## src/rtl/fp_posit_bitserial_mac.sv

```systemverilog
// FP16 activation x bit-serial es=0 posit weight, aligned to exp_min and added to an external addend.
// Result registered 1 cycle after the last weight bit; no backpressure, valid=0 mid-word drops the word.
module fp_posit_bitserial_mac #(
   parameter int ACT_WIDTH = 16,
   parameter int ACC_WIDTH = 32
) (
   input  logic                 clk,
   input  logic                 rst,
   input  logic                 valid,
   input  logic [3:0]           precision,
   input  logic                 set,
   input  logic [ACT_WIDTH-1:0] act,
   input  logic                 w,
   input  logic [4:0]           exp_min,
   input  logic [ACC_WIDTH-1:0] fixed_point_acc,
   output logic [4:0]           exp_out,
   output logic [ACC_WIDTH-1:0] fixed_point_out,
   output logic                 done
);

   logic [3:0]           r_cnt;
   logic [3:0]           r_prec;
   logic [3:0]           r_wprec;
   logic [6:0]           r_word;
   logic [ACT_WIDTH-1:0] r_act;
   logic [4:0]           r_exp;
   logic [4:0]           r_wexp;
   logic [ACC_WIDTH-1:0] r_out;
   logic                 r_done;

   logic                 w_last;
   logic [3:0]           w_prec_cl;
   logic [3:0]           w_lsb;
   logic [7:0]           w_word;
   logic [7:0]           w_al;
   logic [7:0]           w_mag;
   logic [7:0]           w_mag_r;
   logic [7:0]           w_frac;
   logic [7:0]           w_sig;
   logic                 w_sw;
   logic                 w_zero;
   logic                 w_r0;
   logic                 w_run;
   logic [3:0]           w_m;
   logic [3:0]           w_fn;
   logic [4:0]           w_k;
   logic [4:0]           w_ea;
   logic [10:0]          w_mant;
   logic [16:0]          w_p;
   logic [7:0]           w_sh;
   logic [7:0]           w_amt;
   logic                 w_shneg;
   logic [ACC_WIDTH-1:0] w_pext;
   logic [ACC_WIDTH-1:0] w_mag_sh;
   logic [ACC_WIDTH-1:0] w_prod;

   // First bit of a word is never the last one since N >= 3.
   assign w_last    = valid && (r_cnt != 4'd0) && (r_cnt == r_wprec - 4'd1);
   assign w_prec_cl = (precision < 4'd3) ? 4'd3 : ((precision > 4'd8) ? 4'd8 : precision);

   // Posit decode: left-align the N-bit word into 8 bits so the regime always starts at bit 6.
   always_comb begin
      w_lsb  = 4'd8 - r_wprec;
      w_word = {r_word, w};
      w_al   = w_word << w_lsb;
      w_sw   = w_al[7];
      w_zero = (w_al[6:0] == 7'd0);
      w_mag  = w_sw ? (8'd0 - w_al) : w_al;
      w_r0   = w_mag[6];
      w_run  = 1'b1;
      w_m    = 4'd0;
      for (int i = 6; i >= 0; i--) begin
         if (w_run && (i >= int'(w_lsb))) begin
            if (w_mag[3'(i)] == w_r0) w_m = w_m + 4'd1;
            else                      w_run = 1'b0;
         end
      end
      w_fn    = ((w_m + 4'd2) < r_wprec) ? (r_wprec - w_m - 4'd2) : 4'd0;
      w_mag_r = w_mag >> w_lsb;
      w_frac  = w_mag_r & ((8'd1 << w_fn) - 8'd1);
      w_sig   = (8'd1 << w_fn) | w_frac;
      w_k     = w_r0 ? ({1'b0, w_m} - 5'd1) : (5'd0 - {1'b0, w_m});
   end

   // Product and alignment; shift amount is an 8-bit two's-complement value in -42..37.
   always_comb begin
      w_ea    = r_act[14:10];
      w_mant  = {1'b1, r_act[9:0]};
      w_p     = 17'(w_mant) * 17'(w_sig);
      w_sh    = {3'b000, w_ea} - {3'b000, r_wexp} + {{3{w_k[4]}}, w_k} - {4'b0000, w_fn};
      w_shneg = w_sh[7];
      w_amt   = w_shneg ? (8'd0 - w_sh) : w_sh;
      w_pext  = ACC_WIDTH'(w_p);
      if (w_amt >= 8'(ACC_WIDTH)) w_mag_sh = '0;
      else if (w_shneg)           w_mag_sh = w_pext >> w_amt;
      else                        w_mag_sh = w_pext << w_amt;
      if (w_zero || (w_ea == 5'd0)) w_mag_sh = '0;
      w_prod = (r_act[ACT_WIDTH-1] ^ w_sw) ? ('0 - w_mag_sh) : w_mag_sh;
   end

   always_ff @(posedge clk or negedge rst) begin
      if (!rst) begin
         r_cnt   <= 4'd0;
         r_prec  <= 4'd4;
         r_wprec <= 4'd4;
         r_word  <= 7'd0;
         r_act   <= '0;
         r_exp   <= 5'd0;
         r_wexp  <= 5'd0;
         r_out   <= '0;
         r_done  <= 1'b0;
      end else begin
         r_done <= 1'b0;
         if (set) begin
            r_exp  <= exp_min;
            r_prec <= w_prec_cl;
         end
         if (!valid) begin
            r_cnt <= 4'd0;
         end else if (r_cnt == 4'd0) begin
            // Snapshot configuration so a set during the word cannot disturb it.
            r_cnt   <= 4'd1;
            r_word  <= {6'd0, w};
            r_act   <= act;
            r_wprec <= r_prec;
            r_wexp  <= r_exp;
         end else if (w_last) begin
            r_cnt  <= 4'd0;
            r_out  <= fixed_point_acc + w_prod;
            r_done <= 1'b1;
         end else begin
            r_cnt  <= r_cnt + 4'd1;
            r_word <= {r_word[5:0], w};
         end
      end
   end

   assign exp_out         = r_exp;
   assign fixed_point_out = r_out;
   assign done            = r_done;

endmodule

```

## config.mk

```make
export PLATFORM = sky130hd
export DESIGN_NAME = fp_posit_bitserial_mac
export DESIGN_NICKNAME = d
export VERILOG_FILES = /design/src/rtl/fp_posit_bitserial_mac.sv
export SDC_FILE = /design/constraint.sdc
export NUM_CORES = 1
export LEC_CHECK = 0
export CORE_ASPECT_RATIO = 0.5
export CORE_UTILIZATION = 50
export CTS_CLUSTER_DIAMETER = 30
export CTS_CLUSTER_SIZE = 8
export DETAILED_ROUTE_END_ITERATION = 8
export GPL_TIMING_DRIVEN = 0
export PLACE_DENSITY = 0.69
export RECOVER_POWER = 100
export SYNTH_ARGS = -nofsm -noshare
export SYNTH_HDL_FRONTEND = slang
export SYNTH_SLANG_ARGS = --single-unit
```

## constraint.sdc

```tcl
create_clock -name clk -period 17.55 [get_ports clk]
set_clock_uncertainty 0.05 [all_clocks]
set_input_delay 2.6325 -clock clk [delete_from_list [all_inputs] [get_ports clk]]
set_output_delay 2.6325 -clock clk [all_outputs]
set_load 0.02 [all_outputs]
```

; ---- Word level (Yosys, flattened, before mapping)
; Index checks and enable logic that the tools add are counted.
[op_classes]
addsub = 20
n_mul = 1
magnitude_cmp = 11
eq_ne = 6
shifts = 5
muxes = 36
bitwise = 4
n_reduce_logical = 16
[ops]
columns = operator, n
row1 = two-way mux 32 bit, 4
row2 = two-way mux 4 bit, 12
row3 = adder 32 bit, 1
row4 = left shift 17 x 8 -> 32 bit, 1
row5 = >> shifter 17 x 8 -> 32 bit, 1
row6 = "subtractor 1 x 32 -> 32 bit, first input constant", 1
row7 = multiplier 11 x 8 -> 17 bit, 1
row8 = "adder 4 x 1 -> 4 bit, second input constant", 4
row9 = two-way mux 8 bit, 2
row10 = "subtractor 1 x 8 -> 8 bit, first input constant", 2
row11 = two-way mux 7 bit, 2
row12 = two-way mux 1 bit, 13
row13 = ">= comparator 3 x 4 -> 1 bit, first input constant", 3
row14 = bitwise AND 8 bit, 1
row15 = ">= comparator 1 x 4 -> 1 bit, first input constant", 2
row16 = ">= comparator 2 x 4 -> 1 bit, first input constant", 2
row17 = ">= comparator 8 x 6 -> 1 bit, second input constant", 1
row18 = logical AND 1 bit, 8
row19 = bitwise OR 8 bit, 1
row20 = "left shift 1 x 4 -> 8 bit, first input constant", 1
row21 = left shift 8 x 4 -> 8 bit, 1
row22 = >> shifter 8 x 4 -> 8 bit, 1
row23 = subtractor 7 x 5 -> 8 bit, 1
row24 = "subtractor 8 x 1 -> 8 bit, second input constant", 1
row25 = other kinds (27), 32
[word_totals]
ff_bits = 78
input_bits = 62
output_inout_bits = 38
elab_cells = 108

; ---- Depth between registers and ports, before layout
; Gate-level depths: netlist of run 1.
[logic_depth]
depth_word = 33
mapped_depth = 65

; ---- Worst setup path before layout of run 1
; Ideal clock, no wire load.
[synth_path]
path_type = input to register
startpoint = input w
endpoint = register r_out[31] (netlist: fixed_point_out[31])
setup_ns = 0.087
arrival_time_ns = 13.849
required_ns = 17.413
path_slack_ns = 3.564
path_stages = 51
path_buffers = 1
cell_sequence = mux4_2 -> mux2i_2 -> or2b_4 -> a31oi_4 -> xnor2_2 -> inv_4 -> o21ai_0 -> nand2_1 -> o21ai_0 -> a221oi_1 -> a31oi_1 -> nor2_1 -> and2_1 -> fa_1 -> inv_1 -> fa_1 -> fa_1 -> fa_1 -> [15 not listed] -> o21ai_0 -> xor2_1 -> ha_1 -> and3_1 -> o21ai_0 -> or2_2 -> o31a_1 -> a21oi_1 -> a41o_1 -> o41ai_1 -> a221oi_1 -> nor2_1 -> a21oi_1 -> a31oi_1 -> xnor2_1 -> a2111oi_0 -> a31oi_1 -> o211ai_1
[synth_via]
elab_chain_cells = 30
elab_cells_between_ends = 57
classes_between = 15 x add/sub / 1 x mul / 2 x order compare / 4 x eq/ne / 5 x shift / 22 x mux / 3 x bitwise / 5 x reduce/logical
[synth_lines]
columns = item, line
row1 = from (decl), 13  ; input logic w,
row2 = left shift 8 x 4 -> 8 bit *, 65  ; w_al = w_word << w_lsb;
row3 = subtractor 1 x 8 -> 8 bit, 68  ; w_mag = w_sw ? (8'd0 - w_al) : w_al;
row4 = two-way mux 8 bit, 68
row5 = equality test 1 bit, 74  ; if (w_mag[3'(i)] == w_r0) w_m = w_m + 4'd1;
row6 = two-way mux 2 bit, 74
row7 = two-way mux 2 bit, 73  ; if (w_run && (i >= int'(w_lsb))) begin
row8 = adder 4 x 1 -> 4 bit, 74
row9 = two-way mux 4 bit, 74
row10 = [14 not listed], --
row11 = multiplier 11 x 8 -> 17 bit, 89  ; w_p = 17'(w_mant) * 17'(w_sig);
row12 = left shift 17 x 8 -> 32 bit or >> shifter 17 x 8 -> 32 bit (tied branches), "96, 95"
row13 = two-way mux 32 bit, 95  ; else if (w_shneg) w_mag_sh = w_pext >> w_amt;
row14 = two-way mux 32 bit, 94  ; if (w_amt >= 8'(ACC_WIDTH)) w_mag_sh = '0;
row15 = two-way mux 32 bit, 97  ; if (w_zero || (w_ea == 5'd0)) w_mag_sh = '0;
row16 = subtractor 1 x 32 -> 32 bit, 98  ; w_prod = (r_act[ACT_WIDTH-1] ^ w_sw) ? ('0 - w_mag_sh) : w_mag_sh;
row17 = two-way mux 32 bit *, 98
row18 = adder 32 bit *, 129  ; r_out <= fixed_point_acc + w_prod;
row19 = to (signal assigned), 129
row20 = to (decl), 28  ; logic [ACC_WIDTH-1:0] r_out;
; Mark *: on every way between the ends. The rest lies on a longest branch, timed or not.
; A chain may end at the register's enable or synchronous reset.

; ---- Final worst setup path of run 1
; Ends and elaborated chain as after synthesis.

==> results of run 1 <==
==> cell families after synthesis <==
| group | share of synthesized area |
|---|---|
| flip-flops | 0.152 |
| buffers and inverters | 0.0611 |
| AO/OA/AOI/OAI | 0.246 |
| multiplexers | 0.0656 |
| adder cells (fa/ha/maj) | 0.188 |
| other | 0.000585 |
| XOR/XNOR | 0.0673 |
| AND/OR/NAND/NOR | 0.219 |
==> cell type report <==
class	count	share of cell area
diodes	1	0.000172
multi-input cells	1345	0.696
repair buffers	99	0.0671
inverters	114	0.0295
flip-flops and latches	78	0.134
clock inverters	5	0.00283
clock buffers	11	0.0173
well taps	344	0.0295
plain buffers	82	0.0238
==> timing repair <==
| item | CTS | global route |
|---|---|---|
| resized for setup | 0 | 3 |
| hold buffers | 0 | 0 |
| endpoints found under the setup margin | 0 | 3 |
==> cells in the final DEF, fill, tap and decap left out, types with 40 or more instances in the layout <==
cell type / synthesis / final
nor2_1: 116 / 115
clkbuf_1: 57 / 61
fa_1: 60 / 60
ha_1: 97 / 97
o21ai_0: 105 / 105
inv_1: 110 / 112
nand2_1: 196 / 196
a21oi_1: 80 / 80
dlygate4sd3_1: 0 / 40
dfrtp_1: 76 / 76
clkdlybuf4s50_1: 0 / 57
nor3_1: 50 / 50
nand3_1: 44 / 44
xnor2_1: 56 / 56
==> worst reg2reg max path, delay by kind of cell, from the launching register on <==
| kind | cells | cell delay [ps] |
|---|---|---|
| flip-flops | 1 | 520 |
| multiplexers | 1 | 600 |
| XOR/XNOR | 3 | 570 |
| AND/OR/NAND/NOR | 15 | 4350 |
| adder cells (fa/ha/maj) | 7 | 2720 |
| AO/OA/AOI/OAI | 19 | 5100 |
| buffers and inverters | 10 | 2650 |
==> registers in the layout (all words and copies together) (netlist names) <==
| signal | flops |
|---|---|
| done | 1 |
| fixed_point_out | 32 |
| r_wexp | 5 |
| r_wprec | 4 |
| r_cnt | 4 |
| r_word | 7 |
| r_prec | 4 |
| r_act | 16 |
| exp_out | 5 |
==> metal layers <==
| metal | vias up | part of all wire |
|---|---|---|
| met2 | 665 | 0.44 |
| met3 | 60 | 0.086 |
| met1 | 6450 | 0.45 |
| met5 | - | 0 |
| li1 | 6090 | - |
| met4 | 0 | 0.019 |
==> metrics by stage <==
stage | setup slack [ps] | hold slack (ps)
2_1_floorplan | 3560 | 396
3_3_place_gp | 589 | 412
3_5_place_dp | 361 | 419
4_1_cts | 741 | 434
5_1_grt | 58.4 | 456
6_report | 704 | 425
==> worst paths after layout <==
kind	start	end	slack (ps)	cells past startpoint
hold / removal	fixed_point_out[30]	fixed_point_out[30]	430	2
min in group asynchronous	rst	fixed_point_out[14]	2430	1
setup reg to reg	r_wprec[0]	fixed_point_out[31]	920	55
max in group asynchronous	rst	r_act[7]	11290	2
setup / recovery	w	fixed_point_out[31]	700	52
hold reg to reg	fixed_point_out[30]	fixed_point_out[30]	430	2
==> results.cfg, run 1 <==
[clock_tree]
cts.sink_count = 78
h-tree-depth = 3
postCtsSetupBuffers = 0
clkTransAtPathRegs_ps = 60
cts_buffers = 9
worstSkewPairLatency_ps = 370
cts_tree = done
cts_root_buf = clkbuf_16
clockBufferDepth = 2

[timing]
tns_ps = 0
hold_violations = 0
drv_slew = 57
fmax_ghz = 0.0594
maxSlewHeadroom = -1.20
period_share = 0.960
finalSetupViolations = 0
tightest_slew_ps = 3290
period_needed_ps = 16850
rsz0062_at_grt = no

[global_routing]
first_global_vias = 12723
grt_start_max_net_pins = 57
met2_usage = 0.564
grt_busiest_layer = met2
grt_antenna_before_repair = 1
grt_usage = 0.357
met1_usage = 0.506
grt_overflow_total = 0
use_met3 = 0.0667
grt_pass1_wl_um = 72600

[logic_synthesis]
yosys_most_used_dff = dfrtp_1
avgSynthCellArea_um2 = 7.98
synth_area_leaders = dfrtp_1 (15%), ha_1 (9.5%), fa_1 (9.4%)
netlist_area_mm2 = 0.0128
netlist_top_cells_count = nand2_1 (196), nor2_1 (116), inv_1 (110)
ys_async_sr_fraction = 1.00
ys_types = 109
yosysMostFrequentCell = nand2_1
syn_inst = 1608
synth-edff-count = 0
synth_seq_cells = 78
synth_seq_area_share = 0.152
synth-warning-count = 0
yosysTopAreaCell = dfrtp_1
netlist.area_leader.share = 0.148

[finish]
finish.net_count = 1948
fin_util = 0.579
syn2layout_area_growth_pct = 13.6
final_cells = 2079
drive_gt1_frac = 0.0738
multiInputGateArea_mm2 = 0.0101
fillers = 2306
layout.area.seq_mm2 = 0.00195
final_area_mm2 = 0.0146

[outcome]
status = finished with violations
violations = capacitance limit, slew limit

[detailed_routing]
vias = 13265
totalWireLength_um = 46500
ant_nets = 0
wl_per_cell_um = 22.4
route.detailed.drc = 0
drt_iter0_drc = 1308
avgViaCountPerCell = 6.38
dr.pass1.iters = 8

[critical_path]
crit_type = in -> reg
critPathMaxStageDelay_ps = 760
crit_buf_inv = 5
start_kind = input port
required_ps = 17780
arrival_ps = 17080
crit_fanout = 10
cp_top_family = compound AO/OA/AOI/OAI gates
slowest_stage = a2111oi_1
cp-end-kind = flop

[die]
dieArea_mm2 = 0.0264
pin_count = 100
start_util = 0.510
floorplan.rows = 41
core-area_mm2 = 0.0252
die_y_um = 115
die_w_um = 229

[flow_run]
maxCapViolCount = 1

[placed_design]
hpwlAfterDp_um = 37300
place_area_mm2 = 0.0143
port_buffers = 98
gp_congestion = 1.04
place_inst = 2062

[min_path]
hold_class = reg -> reg
Power of run 1 is not shown: default switching activity piles up to over one toggle a cycle in this logic, so the estimate is an artifact.
==> run 2, diff against run 1 <==
--- a/config.mk
+++ b/config.mk
@@ -6,12 +6,12 @@
 export NUM_CORES = 1
 export LEC_CHECK = 0
 export CORE_ASPECT_RATIO = 0.5
-export CORE_UTILIZATION = 50
+export CORE_UTILIZATION = 40
 export CTS_CLUSTER_DIAMETER = 30
 export CTS_CLUSTER_SIZE = 8
 export DETAILED_ROUTE_END_ITERATION = 8
 export GPL_TIMING_DRIVEN = 0
-export PLACE_DENSITY = 0.69
+export PLACE_DENSITY = 0.57
 export RECOVER_POWER = 100
 export SYNTH_ARGS = -nofsm -noshare
 export SYNTH_HDL_FRONTEND = slang
==> run 2 against run 1 <==
  * The flow still finishes with violations (capacitance limit, slew limit)
  * Cell area increased by 0.86%
  * Setup slack improved by 250 ps
  * Clock-buffer cell count decreased by 2
  * Critical path type unchanged
  * Final cell count increased by 3.8%
==> results.cfg, run 2 (same netlist as run 1, synthesis figures left out) <==
[critical_path]
required_ps = 17720
crit_cells = 53
r2r_cells = 55
crit_fanout = 10
cp_top_family = compound AO/OA/AOI/OAI gates
start_kind = input port
arrival_ps = 16760
crit_buf_inv = 6
crit_type = in -> reg
cp-end-kind = flop
critPathMaxStageDelay_ps = 940
slowest_stage = a211oi_2

[clock_tree]
cts_root_buf = clkbuf_16
worstSkewPairLatency_ps = 360
cts.sink_count = 78
h-tree-depth = 3
cts_tree = done
clockBufferDepth = 2
clkTransAtPathRegs_ps = 70
cts_buffers = 9
ctsHoldBuffers = 0

[timing]
finalSetupViolations = 0
fmax_ghz = 0.0603
maxSlewHeadroom = -1.33
drv_slew = 62
tns_ps = 0
hold_violations = 0
rsz0062_at_grt = no
tightest_slew_ps = 3500
period_share = 0.945
period_needed_ps = 16590

[flow_run]
maxCapViolCount = 1

[detailed_routing]
ant_nets = 0
route.detailed.drc = 0
avgViaCountPerCell = 6.04
wl_per_cell_um = 22.0
dr.pass1.iters = 5
vias = 13036
drt_iter0_drc = 1247
totalWireLength_um = 47400

[global_routing]
use_met3 = 0.0552
met1_usage = 0.433
met2_usage = 0.442
grt_pass1_wl_um = 74900
grt_busiest_layer = met2
first_global_vias = 12758
grt_overflow_total = 0
grt_usage = 0.292
grt_start_max_net_pins = 62
grt_antenna_before_repair = 0

[placed_design]
port_buffers = 98
gp_congestion = 1.04
hpwlAfterDp_um = 38300

[finish]
final_common_cell = nand2_1
num_antenna_cells = 0
finish.net_count = 1948
fillers = 3072
syn2layout_area_growth_pct = 14.6
drive_gt1_frac = 0.0755
mostFrequentLayoutCells = nand2_1 (196), nor2_1 (115), inv_1 (111), o21ai_0 (105), ha_1 (97)
largest_register_ffs = 32

[die]
pin_count = 100
die_y_um = 129
dieArea_mm2 = 0.0329
floorplan.rows = 45
die_w_um = 255
start_util = 0.415
core-area_mm2 = 0.0309

[min_path]
hold_class = reg -> reg
hold_depth = 2

[outcome]
violations = capacitance limit, slew limit
status = finished with violations
-- run 2: cell type report --
class / count / area, um2 / area share
Sequential cell: 78 / 1950 / 0.133
Clock inverter: 7 / 95.1 / 0.00647
Timing Repair Buffer: 99 / 978 / 0.0665
Multi-Input combinational cell: 1345 / 10200 / 0.690
Tap cell: 423 / 529 / 0.0360
Buffer: 82 / 339 / 0.0231
Inverter: 114 / 430 / 0.0293
Clock buffer: 9 / 225 / 0.0153
-- run 2: worst register-to-register path: cells and delay by family, from the launching register on --
family,cells,cell delay [ps]
AOI/OAI and AO/OA,23,5650
buffers and inverters,11,3270
adders and majority gates,7,2910
and+or+nand+nor,10,2820
muxes,1,590
DFF,1,530
xor gates and xnor gates,3,470
-- run 2: timing repair --
| action | in CTS | in global routing |
|---|---|---|
| resized for setup | 0 | 3 |
| endpoints found under the setup margin | 0 | 3 |
| setup buffers | 0 | 0 |
-- run 2: through the flow --
step	hold slack (ps)	std cells	worst slack, ps	util	cell area (um2)
floorplan	396	1619	3560	-	12900
global placement	415	2140	611	0.465	14400
detailed placement	425	2141	450	0.466	14400
CTS	439	2157	774	0.477	14700
global route	457	2157	70.4	0.476	14700
finish	425	2157	957	0.476	14700
-- run 2: layer usage --
layer / share of wire / wire, um / vias up
met5: 0 / 0 / -
met2: 0.42 / 19900 / 558
met1: 0.49 / 23200 / 6373
met3: 0.080 / 3810 / 44
li1: - / - / 6061
met4: 0.011 / 516 / 0
-- run 2: final timing paths --
path / from / slack [ps] / endpoint
hold / removal: fixed_point_out[19] / 420 / fixed_point_out[19]
setup / recovery: w / 960 / fixed_point_out[28]
setup reg to reg: r_wprec[0] / 1140 / fixed_point_out[31]
hold reg to reg: fixed_point_out[19] / 420 / fixed_point_out[19]
max in group asynchronous: rst / 11240 / r_act[10]
min in group asynchronous: rst / 2350 / fixed_point_out[16]
Power of run 2 is left out for the same reason.
==> run 3, diff against run 2 <==
--- a/config.mk
+++ b/config.mk
@@ -5,13 +5,15 @@
 export SDC_FILE = /design/constraint.sdc
 export NUM_CORES = 1
 export LEC_CHECK = 0
+export CELL_PAD_IN_SITES_DETAIL_PLACEMENT = 1
+export CELL_PAD_IN_SITES_GLOBAL_PLACEMENT = 1
 export CORE_ASPECT_RATIO = 0.5
 export CORE_UTILIZATION = 40
 export CTS_CLUSTER_DIAMETER = 30
 export CTS_CLUSTER_SIZE = 8
 export DETAILED_ROUTE_END_ITERATION = 8
 export GPL_TIMING_DRIVEN = 0
-export PLACE_DENSITY = 0.57
+export PLACE_DENSITY = 0.73
 export RECOVER_POWER = 100
 export SYNTH_ARGS = -nofsm -noshare
 export SYNTH_HDL_FRONTEND = slang
==> run 3 against run 2 <==
  * The flow still finishes with violations (capacitance limit, slew limit)
  * Highest routed layer unchanged
  * Die area stayed put
  * Sequential share of layout area hardly changed
  * Final cell count stayed put
  * Flip-flop and latch count stayed put
  * Critical endpoint unchanged
  * Clock-buffer cell count stayed put
  * Critical path type unchanged
  * Setup slack worse by 220 ps
  * Critical path depth is 5 lower
  * Largest cell class unchanged
  * First-iteration DRC count is 23% lower
==> results.cfg, run 3 (same netlist as run 1, synthesis figures left out) <==
[outcome]
status = finished with violations
violations = capacitance limit, slew limit

[timing]
period_needed_ps = 16820
drv_slew = 62
maxSlewHeadroom = -1.38
rsz0062_at_grt = no
period_share = 0.958
finalSetupViolations = 0
tns_ps = 0
tightest_slew_ps = 3560
fmax_ghz = 0.0595
hold_violations = 0

[critical_path]
required_ps = 17730
crit_top_cell = o21ai_0
start_kind = input port
crit_type = in -> reg
crit_buf_inv = 6
cp_top_family = compound AO/OA/AOI/OAI gates
slowest_stage = a2111oi_0
arrival_ps = 17000
critPathMaxStageDelay_ps = 750
crit_fanout = 10
cp-end-kind = flop

[flow_run]
maxCapViolCount = 1

[global_routing]
use_met3 = 0.0498
grt_pass1_wl_um = 78900
grt_overflow_total = 0
grt_busiest_layer = met2
grt_start_max_net_pins = 62
first_global_vias = 13762
met2_usage = 0.502
met1_usage = 0.430
grt_usage = 0.308
grt_antenna_before_repair = 0

[detailed_routing]
vias = 13233
dr.pass1.iters = 6
wl_per_cell_um = 23.3
drt_iter0_drc = 960
ant_nets = 0
totalWireLength_um = 50300
route.detailed.drc = 0
avgViaCountPerCell = 6.13

[clock_tree]
cts.sink_count = 78
cts_root_buf = clkbuf_16
clockBufferDepth = 2
cts_buffers = 9
cts_tree = done
h-tree-depth = 3
clkTransAtPathRegs_ps = 70
postCtsSetupBuffers = 0
worstSkewPairLatency_ps = 370

[placed_design]
port_buffers = 98
gp_congestion = 1.06
hpwlAfterDp_um = 40900

[die]
core-area_mm2 = 0.0309
die_y_um = 129
die_w_um = 255
dieArea_mm2 = 0.0329
pin_count = 100
start_util = 0.415
floorplan.rows = 45

[finish]
largest_register_ffs = 32
finish.net_count = 1948
syn2layout_area_growth_pct = 14.8
drive_gt1_frac = 0.0761
final_common_cell = nand2_1
mostFrequentLayoutCells = nand2_1 (196), nor2_1 (115), inv_1 (111), o21ai_0 (105), ha_1 (97)
num_antenna_cells = 0

[min_path]
hold_class = reg -> reg
[run 3: final cells by class]
cell class	count	area (um2)
Inverter	114	430
Buffer	82	347
Timing Repair Buffer	99	978
Tap cell	423	529
Clock inverter	7	111
Fill cell	3773	16200
Clock buffer	9	225
Multi-Input combinational cell	1345	10200
Sequential cell	78	1950
[run 3: repair_timing]
action                                  CTS  global route
endpoints found under the setup margin    0             5
hold buffers                              0             0
resized for setup                         0             4
[run 3: worst paths after layout]
kind | from | end | slack [ps] | cells past startpoint
max reg2reg | r_wprec[0] | fixed_point_out[28] | 1010 | 53
min | fixed_point_out[23] | fixed_point_out[23] | 420 | 2
min reg2reg | fixed_point_out[23] | fixed_point_out[23] | 420 | 2
min in group asynchronous | rst | fixed_point_out[16] | 2350 | 1
max in group asynchronous | rst | r_act[3] | 11170 | 2
max | w | fixed_point_out[28] | 730 | 48
[run 3: per-layer routing]
| layer | up-vias | share of wire |
|---|---|---|
| met1 | 6650 | 0.48 |
| met4 | 0 | 0.018 |
| met2 | 456 | 0.44 |
| met3 | 65 | 0.065 |
| li1 | 6062 | - |
| met5 | - | 0 |
[run 3: per-stage QoR]
stage	instance area, um2	worst slack, ps	instances	util	hold slack [ps]
floorplan	12900	3560	1619	-	396
finish	14700	735	2157	0.477	424
global route	14700	0.357	2157	0.477	446
detailed placement	14400	54.2	2141	0.466	418
global placement	14400	466	2140	0.465	408
CTS	14700	329	2157	0.477	429
[run 3: worst min-delay path, stage by stage, from the launching register on]
cell and delay [ps]:
dfrtp_1 340, nand2_1 40, o21ai_0 60
Power of run 3 is left out for the same reason.
